### config.mk
export PLATFORM = sky130hd
export DESIGN_NAME = mc_control_fsm_flat
export DESIGN_NICKNAME = d
export VERILOG_FILES = /design/src/rtl/mc_control_fsm_if.sv /design/src/rtl/mc_control_fsm.sv /design/src/flat_wrapper.sv
export SDC_FILE = /design/constraint.sdc
export NUM_CORES = 1
export LEC_CHECK = 0
export CAP_MARGIN = 20
export CORE_MARGIN = 3
export CORE_UTILIZATION = 25
export CTS_BUF_LIST = sky130_fd_sc_hd__clkbuf_16
export DETAILED_ROUTE_END_ITERATION = 7
export HOLD_SLACK_MARGIN = 0.08
export PLACE_DENSITY = 0.48
export SYNTH_ARGS = -nofsm -noshare
export SYNTH_HDL_FRONTEND = slang
export SYNTH_SLANG_ARGS = --single-unit
export TNS_END_PERCENT = 10
### constraint.sdc
create_clock -name clk -period 1.85 [get_ports clk]
set_input_delay 0.185 -clock clk [delete_from_list [all_inputs] [get_ports clk]]
set_output_delay 0.185 -clock clk [all_outputs]
set_load 0.05 [all_outputs]
### src/rtl/mc_control_fsm_if.sv
// Control-sequencer bundle: instruction fields and handshake inputs, datapath control outputs.
// master = sequencer side, slave = datapath/memory side.
interface mc_control_fsm_if;
  logic       run_i;
  logic [2:0] opcode_i;
  logic [2:0] funct_i;
  logic       zero_i;
  logic       mem_ready_i;
  logic       mem_rd_o;
  logic       mem_wr_o;
  logic       iord_o;
  logic       ir_we_o;
  logic       pc_we_o;
  logic [1:0] pc_src_o;
  logic       reg_we_o;
  logic [1:0] reg_dst_o;
  logic [1:0] wb_sel_o;
  logic       alu_src_a_o;
  logic [1:0] alu_src_b_o;
  logic [2:0] alu_control_o;
  logic       instr_done_o;
  logic       err_o;

  modport master (
    input  run_i, opcode_i, funct_i, zero_i, mem_ready_i,
    output mem_rd_o, mem_wr_o, iord_o, ir_we_o, pc_we_o, pc_src_o, reg_we_o,
           reg_dst_o, wb_sel_o, alu_src_a_o, alu_src_b_o, alu_control_o,
           instr_done_o, err_o
  );

  modport slave (
    output run_i, opcode_i, funct_i, zero_i, mem_ready_i,
    input  mem_rd_o, mem_wr_o, iord_o, ir_we_o, pc_we_o, pc_src_o, reg_we_o,
           reg_dst_o, wb_sel_o, alu_src_a_o, alu_src_b_o, alu_control_o,
           instr_done_o, err_o
  );
endinterface

### src/rtl/mc_control_fsm.sv
// Multi-cycle control sequencer for the 16-bit MIPS datapath.
// Moore outputs per state; FETCH/BRANCH/MEM_WR enables are qualified by mem_ready/zero.
module mc_control_fsm #(
  parameter int WAIT_LIMIT = 16,
  parameter int CNT_W      = 5
) (
  input  logic              clk,
  input  logic              reset,
  mc_control_fsm_if.master  bus
);

  typedef enum logic [3:0] {
    S_IDLE, S_FETCH, S_DECODE, S_EXEC_R, S_WB_R, S_EXEC_I, S_WB_I, S_MEM_ADDR,
    S_MEM_RD, S_MEM_WB, S_MEM_WR, S_BRANCH, S_JUMP, S_JR, S_ERR
  } state_t;

  localparam logic [2:0] OP_R    = 3'b000;
  localparam logic [2:0] OP_SLTI = 3'b001;
  localparam logic [2:0] OP_J    = 3'b010;
  localparam logic [2:0] OP_JAL  = 3'b011;
  localparam logic [2:0] OP_LW   = 3'b100;
  localparam logic [2:0] OP_SW   = 3'b101;
  localparam logic [2:0] OP_ADDI = 3'b111;
  localparam logic [2:0] FN_SLT  = 3'b100;
  localparam logic [2:0] FN_JR   = 3'b101;

  state_t           state_q, state_d;
  logic [CNT_W-1:0] wait_cnt_q, wait_cnt_d;
  logic             mem_wait;

  always_ff @(posedge clk or posedge reset) begin
    if (reset) begin
      state_q    <= S_IDLE;
      wait_cnt_q <= '0;
    end else begin
      state_q    <= state_d;
      wait_cnt_q <= wait_cnt_d;
    end
  end

  always_comb begin
    state_d           = state_q;
    mem_wait          = 1'b0;
    bus.mem_rd_o      = 1'b0;
    bus.mem_wr_o      = 1'b0;
    bus.iord_o        = 1'b0;
    bus.ir_we_o       = 1'b0;
    bus.pc_we_o       = 1'b0;
    bus.pc_src_o      = 2'b00;
    bus.reg_we_o      = 1'b0;
    bus.reg_dst_o     = 2'b00;
    bus.wb_sel_o      = 2'b00;
    bus.alu_src_a_o   = 1'b0;
    bus.alu_src_b_o   = 2'b00;
    bus.alu_control_o = 3'b000;
    bus.instr_done_o  = 1'b0;
    bus.err_o         = 1'b0;

    case (state_q)
      S_IDLE: if (bus.run_i) state_d = S_FETCH;
      S_FETCH: begin
        mem_wait         = 1'b1;
        bus.mem_rd_o     = 1'b1;
        bus.alu_src_b_o  = 2'b01;
        bus.ir_we_o      = bus.mem_ready_i;
        bus.pc_we_o      = bus.mem_ready_i;
        if (bus.mem_ready_i) state_d = S_DECODE;
      end
      S_DECODE: begin
        // PC + (imm<<1) lands in alu_out for a possible branch
        bus.alu_src_b_o = 2'b11;
        case (bus.opcode_i)
          OP_R: begin
            if (bus.funct_i == FN_JR)      state_d = S_JR;
            else if (bus.funct_i > FN_JR)  state_d = S_ERR;
            else                           state_d = S_EXEC_R;
          end
          OP_SLTI, OP_ADDI: state_d = S_EXEC_I;
          OP_J, OP_JAL:     state_d = S_JUMP;
          OP_LW, OP_SW:     state_d = S_MEM_ADDR;
          default:          state_d = S_BRANCH;
        endcase
      end
      S_EXEC_R: begin
        bus.alu_src_a_o   = 1'b1;
        bus.alu_control_o = bus.funct_i;
        state_d           = S_WB_R;
      end
      S_WB_R: begin
        bus.reg_we_o     = 1'b1;
        bus.reg_dst_o    = 2'b01;
        bus.instr_done_o = 1'b1;
        state_d          = S_FETCH;
      end
      S_EXEC_I: begin
        bus.alu_src_a_o   = 1'b1;
        bus.alu_src_b_o   = 2'b10;
        bus.alu_control_o = (bus.opcode_i == OP_SLTI) ? FN_SLT : 3'b000;
        state_d           = S_WB_I;
      end
      S_WB_I: begin
        bus.reg_we_o     = 1'b1;
        bus.instr_done_o = 1'b1;
        state_d          = S_FETCH;
      end
      S_MEM_ADDR: begin
        bus.alu_src_a_o = 1'b1;
        bus.alu_src_b_o = 2'b10;
        state_d         = (bus.opcode_i == OP_SW) ? S_MEM_WR : S_MEM_RD;
      end
      S_MEM_RD: begin
        mem_wait     = 1'b1;
        bus.mem_rd_o = 1'b1;
        bus.iord_o   = 1'b1;
        if (bus.mem_ready_i) state_d = S_MEM_WB;
      end
      S_MEM_WB: begin
        bus.reg_we_o     = 1'b1;
        bus.wb_sel_o     = 2'b01;
        bus.instr_done_o = 1'b1;
        state_d          = S_FETCH;
      end
      S_MEM_WR: begin
        mem_wait         = 1'b1;
        bus.mem_wr_o     = 1'b1;
        bus.iord_o       = 1'b1;
        bus.instr_done_o = bus.mem_ready_i;
        if (bus.mem_ready_i) state_d = S_FETCH;
      end
      S_BRANCH: begin
        bus.alu_src_a_o   = 1'b1;
        bus.alu_control_o = 3'b001;
        bus.pc_src_o      = 2'b01;
        bus.pc_we_o       = bus.zero_i;
        bus.instr_done_o  = 1'b1;
        state_d           = S_FETCH;
      end
      S_JUMP: begin
        bus.pc_we_o      = 1'b1;
        bus.pc_src_o     = 2'b10;
        bus.instr_done_o = 1'b1;
        if (bus.opcode_i == OP_JAL) begin
          bus.reg_we_o  = 1'b1;
          bus.reg_dst_o = 2'b10;
          bus.wb_sel_o  = 2'b10;
        end
        state_d = S_FETCH;
      end
      S_JR: begin
        bus.pc_we_o      = 1'b1;
        bus.pc_src_o     = 2'b11;
        bus.instr_done_o = 1'b1;
        state_d          = S_FETCH;
      end
      S_ERR:   bus.err_o = 1'b1;
      default: state_d = S_IDLE;
    endcase

    // a ready arriving on the limit cycle still completes the access
    if (mem_wait && !bus.mem_ready_i && (wait_cnt_q == CNT_W'(WAIT_LIMIT)))
      state_d = S_ERR;

    wait_cnt_d = (mem_wait && !bus.mem_ready_i && (state_d == state_q))
                 ? wait_cnt_q + CNT_W'(1) : '0;
  end

endmodule

### src/flat_wrapper.sv
// flat-port wrapper written by rule: the top's interface ports become plain ports
module mc_control_fsm_flat 
#(
  parameter int WAIT_LIMIT = 16,
  parameter int CNT_W      = 5
)
  (clk, reset, bus_run_i, bus_opcode_i, bus_funct_i, bus_zero_i, bus_mem_ready_i, bus_mem_rd_o, bus_mem_wr_o, bus_iord_o, bus_ir_we_o, bus_pc_we_o, bus_pc_src_o, bus_reg_we_o, bus_reg_dst_o, bus_wb_sel_o, bus_alu_src_a_o, bus_alu_src_b_o, bus_alu_control_o, bus_instr_done_o, bus_err_o);
  mc_control_fsm_if bus_i ();
  input  logic clk;
  input  logic reset;
  input wire logic [$bits(bus_i.run_i)-1:0] bus_run_i;
  input wire logic [$bits(bus_i.opcode_i)-1:0] bus_opcode_i;
  input wire logic [$bits(bus_i.funct_i)-1:0] bus_funct_i;
  input wire logic [$bits(bus_i.zero_i)-1:0] bus_zero_i;
  input wire logic [$bits(bus_i.mem_ready_i)-1:0] bus_mem_ready_i;
  output wire logic [$bits(bus_i.mem_rd_o)-1:0] bus_mem_rd_o;
  output wire logic [$bits(bus_i.mem_wr_o)-1:0] bus_mem_wr_o;
  output wire logic [$bits(bus_i.iord_o)-1:0] bus_iord_o;
  output wire logic [$bits(bus_i.ir_we_o)-1:0] bus_ir_we_o;
  output wire logic [$bits(bus_i.pc_we_o)-1:0] bus_pc_we_o;
  output wire logic [$bits(bus_i.pc_src_o)-1:0] bus_pc_src_o;
  output wire logic [$bits(bus_i.reg_we_o)-1:0] bus_reg_we_o;
  output wire logic [$bits(bus_i.reg_dst_o)-1:0] bus_reg_dst_o;
  output wire logic [$bits(bus_i.wb_sel_o)-1:0] bus_wb_sel_o;
  output wire logic [$bits(bus_i.alu_src_a_o)-1:0] bus_alu_src_a_o;
  output wire logic [$bits(bus_i.alu_src_b_o)-1:0] bus_alu_src_b_o;
  output wire logic [$bits(bus_i.alu_control_o)-1:0] bus_alu_control_o;
  output wire logic [$bits(bus_i.instr_done_o)-1:0] bus_instr_done_o;
  output wire logic [$bits(bus_i.err_o)-1:0] bus_err_o;
  assign bus_i.run_i = bus_run_i;
  assign bus_i.opcode_i = bus_opcode_i;
  assign bus_i.funct_i = bus_funct_i;
  assign bus_i.zero_i = bus_zero_i;
  assign bus_i.mem_ready_i = bus_mem_ready_i;
  assign bus_mem_rd_o = bus_i.mem_rd_o;
  assign bus_mem_wr_o = bus_i.mem_wr_o;
  assign bus_iord_o = bus_i.iord_o;
  assign bus_ir_we_o = bus_i.ir_we_o;
  assign bus_pc_we_o = bus_i.pc_we_o;
  assign bus_pc_src_o = bus_i.pc_src_o;
  assign bus_reg_we_o = bus_i.reg_we_o;
  assign bus_reg_dst_o = bus_i.reg_dst_o;
  assign bus_wb_sel_o = bus_i.wb_sel_o;
  assign bus_alu_src_a_o = bus_i.alu_src_a_o;
  assign bus_alu_src_b_o = bus_i.alu_src_b_o;
  assign bus_alu_control_o = bus_i.alu_control_o;
  assign bus_instr_done_o = bus_i.instr_done_o;
  assign bus_err_o = bus_i.err_o;
  mc_control_fsm #(.WAIT_LIMIT(WAIT_LIMIT), .CNT_W(CNT_W)) u_core (.clk(clk), .reset(reset), .bus(bus_i));
endmodule
* After elaboration in Yosys (flattened, before gate mapping) *
Cells that the tools add are included.

cells by class
  reductions and logical operators = 17
  mux-type cells = 29
  order comparisons = 1
  $add $sub $neg = 1
  eq/ne operators = 23

operators with widths
  operator                                                               number
  4-bit case mux with 10 select lines                                    1
  4-bit equality test, second input constant                             7
  4-bit 2-to-1 mux                                                       7
  4-bit by 3-bit equality test with 1-bit output, second input constant  4
  4-bit case mux with 4 select lines                                     1
  2-bit OR reduction                                                     7
  3-bit equality test, second input constant                             4
  2-bit case mux with 3 select lines                                     2
  3-bit case mux with 3 select lines                                     1
  4-bit by 2-bit equality test with 1-bit output, second input constant  2
  1-bit 2-to-1 mux                                                       8
  2-bit case mux with 2 select lines                                     2
  3-bit by 2-bit equality test with 1-bit output, second input constant  2
  3-bit OR reduction                                                     2
  6-bit OR reduction                                                     1
  5-bit by 1-bit adder with 5-bit output, second input constant          1
  5-bit equality test, second input constant                             1
  5-bit 2-to-1 mux                                                       1
  4-bit by 1-bit equality test with 1-bit output, second input constant  1
  4-bit equality test                                                    1
  4-bit logical NOT                                                      1
  2-bit 2-to-1 mux                                                       2
  1-bit case mux with 2 select lines                                     2
  4-bit OR reduction                                                     1
  other kinds (7)                                                        9

storage, ports and cells
  word-level logic and storage cells = 73
  output and inout port bits = 20
  bits in registers = 9

* Depth between registers and ports, before layout *
  depth after elaboration = 9
  mapped depth = 6
  mapped depth without buffers = 6

* Worst setup path after synthesis *
OpenSTA, ideal clock, no wires.

  path type = register to output
  from = reg u_core.state_q[2]
  to = out bus_reg_we_o
  required time = 1.665 ns
  data arrival time = 2.794 ns
  slack = -1.129 ns
  cell stages (with the launch flop) = 5
  buffers on the path = 1
  cell sequence = dfrtp_1 buf_2 nand2_1 nor4_1 a211o_1

between the ends
  longest elaborated chain between the ends = 3
  elaborated cells on any way between the ends = 6
  those cells by class = eq/ne: 4; mux: 1; reduce/logical: 1

RTL lines
  item                                                                                          line                  text
  start, declared                                                                               mc_control_fsm.sv:27  state_t state_q, state_d;
  start signal, assigned                                                                        mc_control_fsm.sv:36  state_q <= state_d;
  4-bit by 3-bit equality test with 1-bit output / 4-bit equality test (equally long branches)  mc_control_fsm.sv:59  case (state_q)
  3-bit OR reduction (no source line)                                                           n/a
  1-bit case mux with 2 select lines (*)                                                        mc_control_fsm.sv:59
  end, declared                                                                                 flat_wrapper.sv:22    output wire logic [$bits(bus_i.reg_we_o)-1:0] bus_reg_we_o;

Every way passes the cells marked *; elsewhere a longest branch is shown, timed or not.

* Worst setup path in the final report *
  from = reg u_core.state_q[1]
  to = out bus_alu_control_o[2]

between the ends
  longest elaborated chain between the ends = 2
  elaborated cells on any way between the ends = 4
  those cells by class = eq/ne: 3; mux: 1

RTL lines
  item                                               line                  text
  4-bit equality test, or another cell as far along  mc_control_fsm.sv:59
  3-bit case mux with 3 select lines (*)             mc_control_fsm.sv:59
  end, declared                                      flat_wrapper.sv:27    output wire logic [$bits(bus_i.alu_control_o)-1:0] bus_alu_control_o;

Marks and branches as above.

==> summary.md <==
| Metric | Value |
|---|---|
| Status | finished clean |
| Average size of a mapped cell | 7.27 um^2 |
| Largest net degree at the start of global routing | 15 |
| Die Y | 66.5 um |
| Cells after Synth | 126 |
| Final Cycle Share | 97.8% |
| H-tree depth reported by CTS | 1 |
| Initial antenna violation count | 0 |
| Most frequent cells in the layout | 23 x buf_4, 19 x buf_12, 18 x nor2_1 |
| Switching share of power | 47.3% |
| Largest area contributor in the synthesized netlist | dfrtp_1 |
| CP bufs+invs | 1 |
| Register bit total from synthesis | 9 |
| WHS | 0.239 ns |
| Global-route wire length before repair | 5000 um |
| Sequential Power Share | 12.9% |
| Remaining antenna violation count | 0 |
| Clock power share | 13.3% |
| Arr. time, crit path | 1.62 ns |
| Avg WL per Cell | 13.9 um |
| Net Count, Synth | 139 |
| Pwr/cell area | 1640 nW/um^2 |
| CP cell instances | nand2b_4 > or4_4 > a21oi_4 > buf_12 |
| Number of DRC violations after detailed-routing iteration 0 | 46 |
| Crit-path max cell delay | 0.44 ns |
| Vias in the first global route | 1068 |
| Switch Pwr | 1.35 mW |
| Worst Skew | 0.00143 ns |
| Crit path max-delay cell type | dfrtp_2 |
| WS Path Type | flip-flop to output port |
| Final WL | 3050 um |
| Post-DP HPWL | 2470 um |
| Distinct cell type count after synthesis | 44 |
| CP Capture Type | output port |
| Max cap viols | 0 |
| CP max FO | 8 |
| GRT Util Overall | 14.6% |
| Reg clk slew, reported paths | 0.04 ns |
| Fin area | 1740 um^2 |
| Site Rows | 21 |
| Cell leakage power | 0.719 nW |
| Gpl congestion | 0.776 |
| Fmax achieved | 553 MHz |
| Synth top area share | 24.6% |
| Starting Density | 26.6% |
| Seq/Total Area, Yosys | 24.6% |
| Clock Root Buffer | clkbuf_16 |
| CTS tree | built |
| Ranking of synthesized cells by area | dfrtp_1 25%, nor2_1 7.4%, nand2b_1 4.8% |
| WP data required | 1.66 ns |
| Placed inst area | 1580 um^2 |
| PortBufs | 30 |
| Most common cell after layout, fill and taps aside | buf_4 |
| Setup TNS | 0 ns |
| Final hold vios | 0 |
| Mapped Area | 916 um^2 |
| Actual slew at the worst max-slew pin | 0.389 ns |
| I/O pin count | 31 |
| Later-pin clock latency in the skew report | 0.23 ns |
| Tmin final | 1.81 ns |
| Worst vdd ir | 0.000598 V |
| Power Internal | 1.50 mW |
| Yosys Warn Count | 0 |
| Cts bufs inserted | 3 |
| DRC | 0 |
| Pre-antenna DRT Iters | 4 |
| Layout cells sized above 1 | 37.6% |
| Finished Layout Cells | 219 |
| Total gr overflow | 0 |
| Final Net Count | 187 |
| Die Wd | 66.5 um |
| Synth-to-Final Area Change | 89.9% |
| Gate power share | 73.8% |
| CTS Buffer Depth | 2 |
| Worst Setup Start Kind | flip-flop |
| Tot Pwr | 2.85 mW |
| CTS sink cnt | 9 |
| Antenna cell count | 0 |
| Top delay family on crit path | simple AND/OR/NAND/NOR gates |
| Core area | 3440 um^2 |
| Via Count | 1102 |
| Via density per instance | 5.03 |
| Hold_buf cts | 0 |
| Final setup viols | 0 |
| Die Area | 4430 um^2 |
| Placed cell count | 213 |
| Slew Viols, Final | 0 |
| Type of the most critical hold path | input pin to asynchronous set/reset pin |
| Headroom to the max-slew limit | 74.0% |
| RSZ-0062 raised after global routing | true |
-- routing by layer --
layer / global-route usage [%] / share of wire, %
met3: 2.19 / 2.4
met5: 0 / 0
met1: 18.3 / 41
met2: 26.0 / 56
met4: 3.05 / 0.92
-- final cells by class --
type / instances / area, um^2
Clock buffer: 3 / 75.1
Clock inverter: 1 / 3.75
Fill cell: 345 / 1700
Inverter: 7 / 26.3
Multi-Input combinational cell: 101 / 693
Sequential cell: 9 / 230
Tap cell: 46 / 57.6
Timing Repair Buffer: 52 / 653
-- cell families (layout without fill, tap and decap cells) --
group / count (synthesis) / in the layout / synth area share, %
adders and majority gates: 2 / 2 / 2.73
DFF: 9 / 9 / 24.6
AOI/OAI and AO/OA: 31 / 31 / 23.1
buffers and inverters: 16 / 63 / 7.51
xor gates and xnor gates: 4 / 4 / 3.83
and+or+nand+nor: 64 / 64 / 38.3
-- sequential cells by signal, indices dropped and copies added, names as in the netlist --
| name | cells |
|---|---|
| u_core.wait_cnt_q | 5 |
| u_core.state_q | 4 |
-- worst paths after layout --
kind	startpoint	endpoint	slack, ns	cells past startpoint
setup / recovery	u_core.state_q[1]$_DFF_PP0_	bus_alu_control_o[2]	0.04	4
hold reg to reg	u_core.wait_cnt_q[0]$_DFF_PP0_	u_core.wait_cnt_q[0]$_DFF_PP0_	0.53	2
hold / removal	reset	u_core.wait_cnt_q[0]$_DFF_PP0_	0.24	2
setup reg to reg	u_core.wait_cnt_q[1]$_DFF_PP0_	u_core.state_q[1]$_DFF_PP0_	0.14	6
min in group clk	u_core.wait_cnt_q[0]$_DFF_PP0_	u_core.wait_cnt_q[0]$_DFF_PP0_	0.53	2
max in group asynchronous	reset	u_core.state_q[0]$_DFF_PP0_	1.32	2
-- power groups by stage --
stage	combinational, mW	sequential, mW	clock [mW]
detailed placement	1.98	0.361	0
finish	2.10	0.367	0.380
global placement	1.98	0.361	0
CTS	1.99	0.364	0.386
floorplan	1.14	0.285	0
global route	2.23	0.379	0.397
-- cell usage after synthesis --
cell,instances
o22ai_1,1
and4_1,2
a22oi_2,1
a311oi_1,1
nor3b_1,1
clkbuf_2,1
o32ai_1,1
or2_2,2
dfrtp_1,9
o31a_1,1
ha_1,2
inv_1,7
nand2b_1,7
xnor2_1,3
xor2_1,1
and3_1,2
nand3_1,3
or4b_1,1
a31oi_1,2
o21ai_0,6
clkbuf_1,2
a21boi_0,3
o211ai_1,1
nand3b_1,2
nor3_1,6
a211o_1,1
a21oi_1,6
or4_1,1
or3_1,2
o31ai_1,1
o21a_1,1
o221a_2,1
nor4_1,2
nand2_1,9
nor4b_1,2
and4bb_4,1
nor2_1,18
o21bai_1,1
a211oi_1,1
o21ai_1,1
o221ai_1,1
nor2b_1,2
and2_1,1
buf_2,6
-- through the flow --
stage / setup WS (ns) / utilization [%]
2_1_floorplan: -0.734 / -
6_report: 0.0403 / 50.5
3_3_place_gp: 0.0327 / 45.9
4_1_cts: -0.0495 / 48.4
5_1_grt: -0.00742 / 50.5
3_5_place_dp: 0.0110 / 45.9
-- worst reg2reg max path, stage by stage (launching register included) --
cell	delay, ns
dfrtp_1	0.35
inv_1	0.05
ha_1	0.18
and4bb_4	0.23
a22oi_2	0.15
o21ai_1	0.09
or4b_1	0.52
-- repair_timing --
action / in CTS / in global routing
pin swaps: 0 / 3
setup buffers: 0 / 2
hold endpoints to repair: 0 / 0
gates resized for setup: 3 / 13
gates cloned: 0 / 0
endpoints found under the setup margin: 2 / 7
No activity file was read; power rests on OpenSTA's default activity.
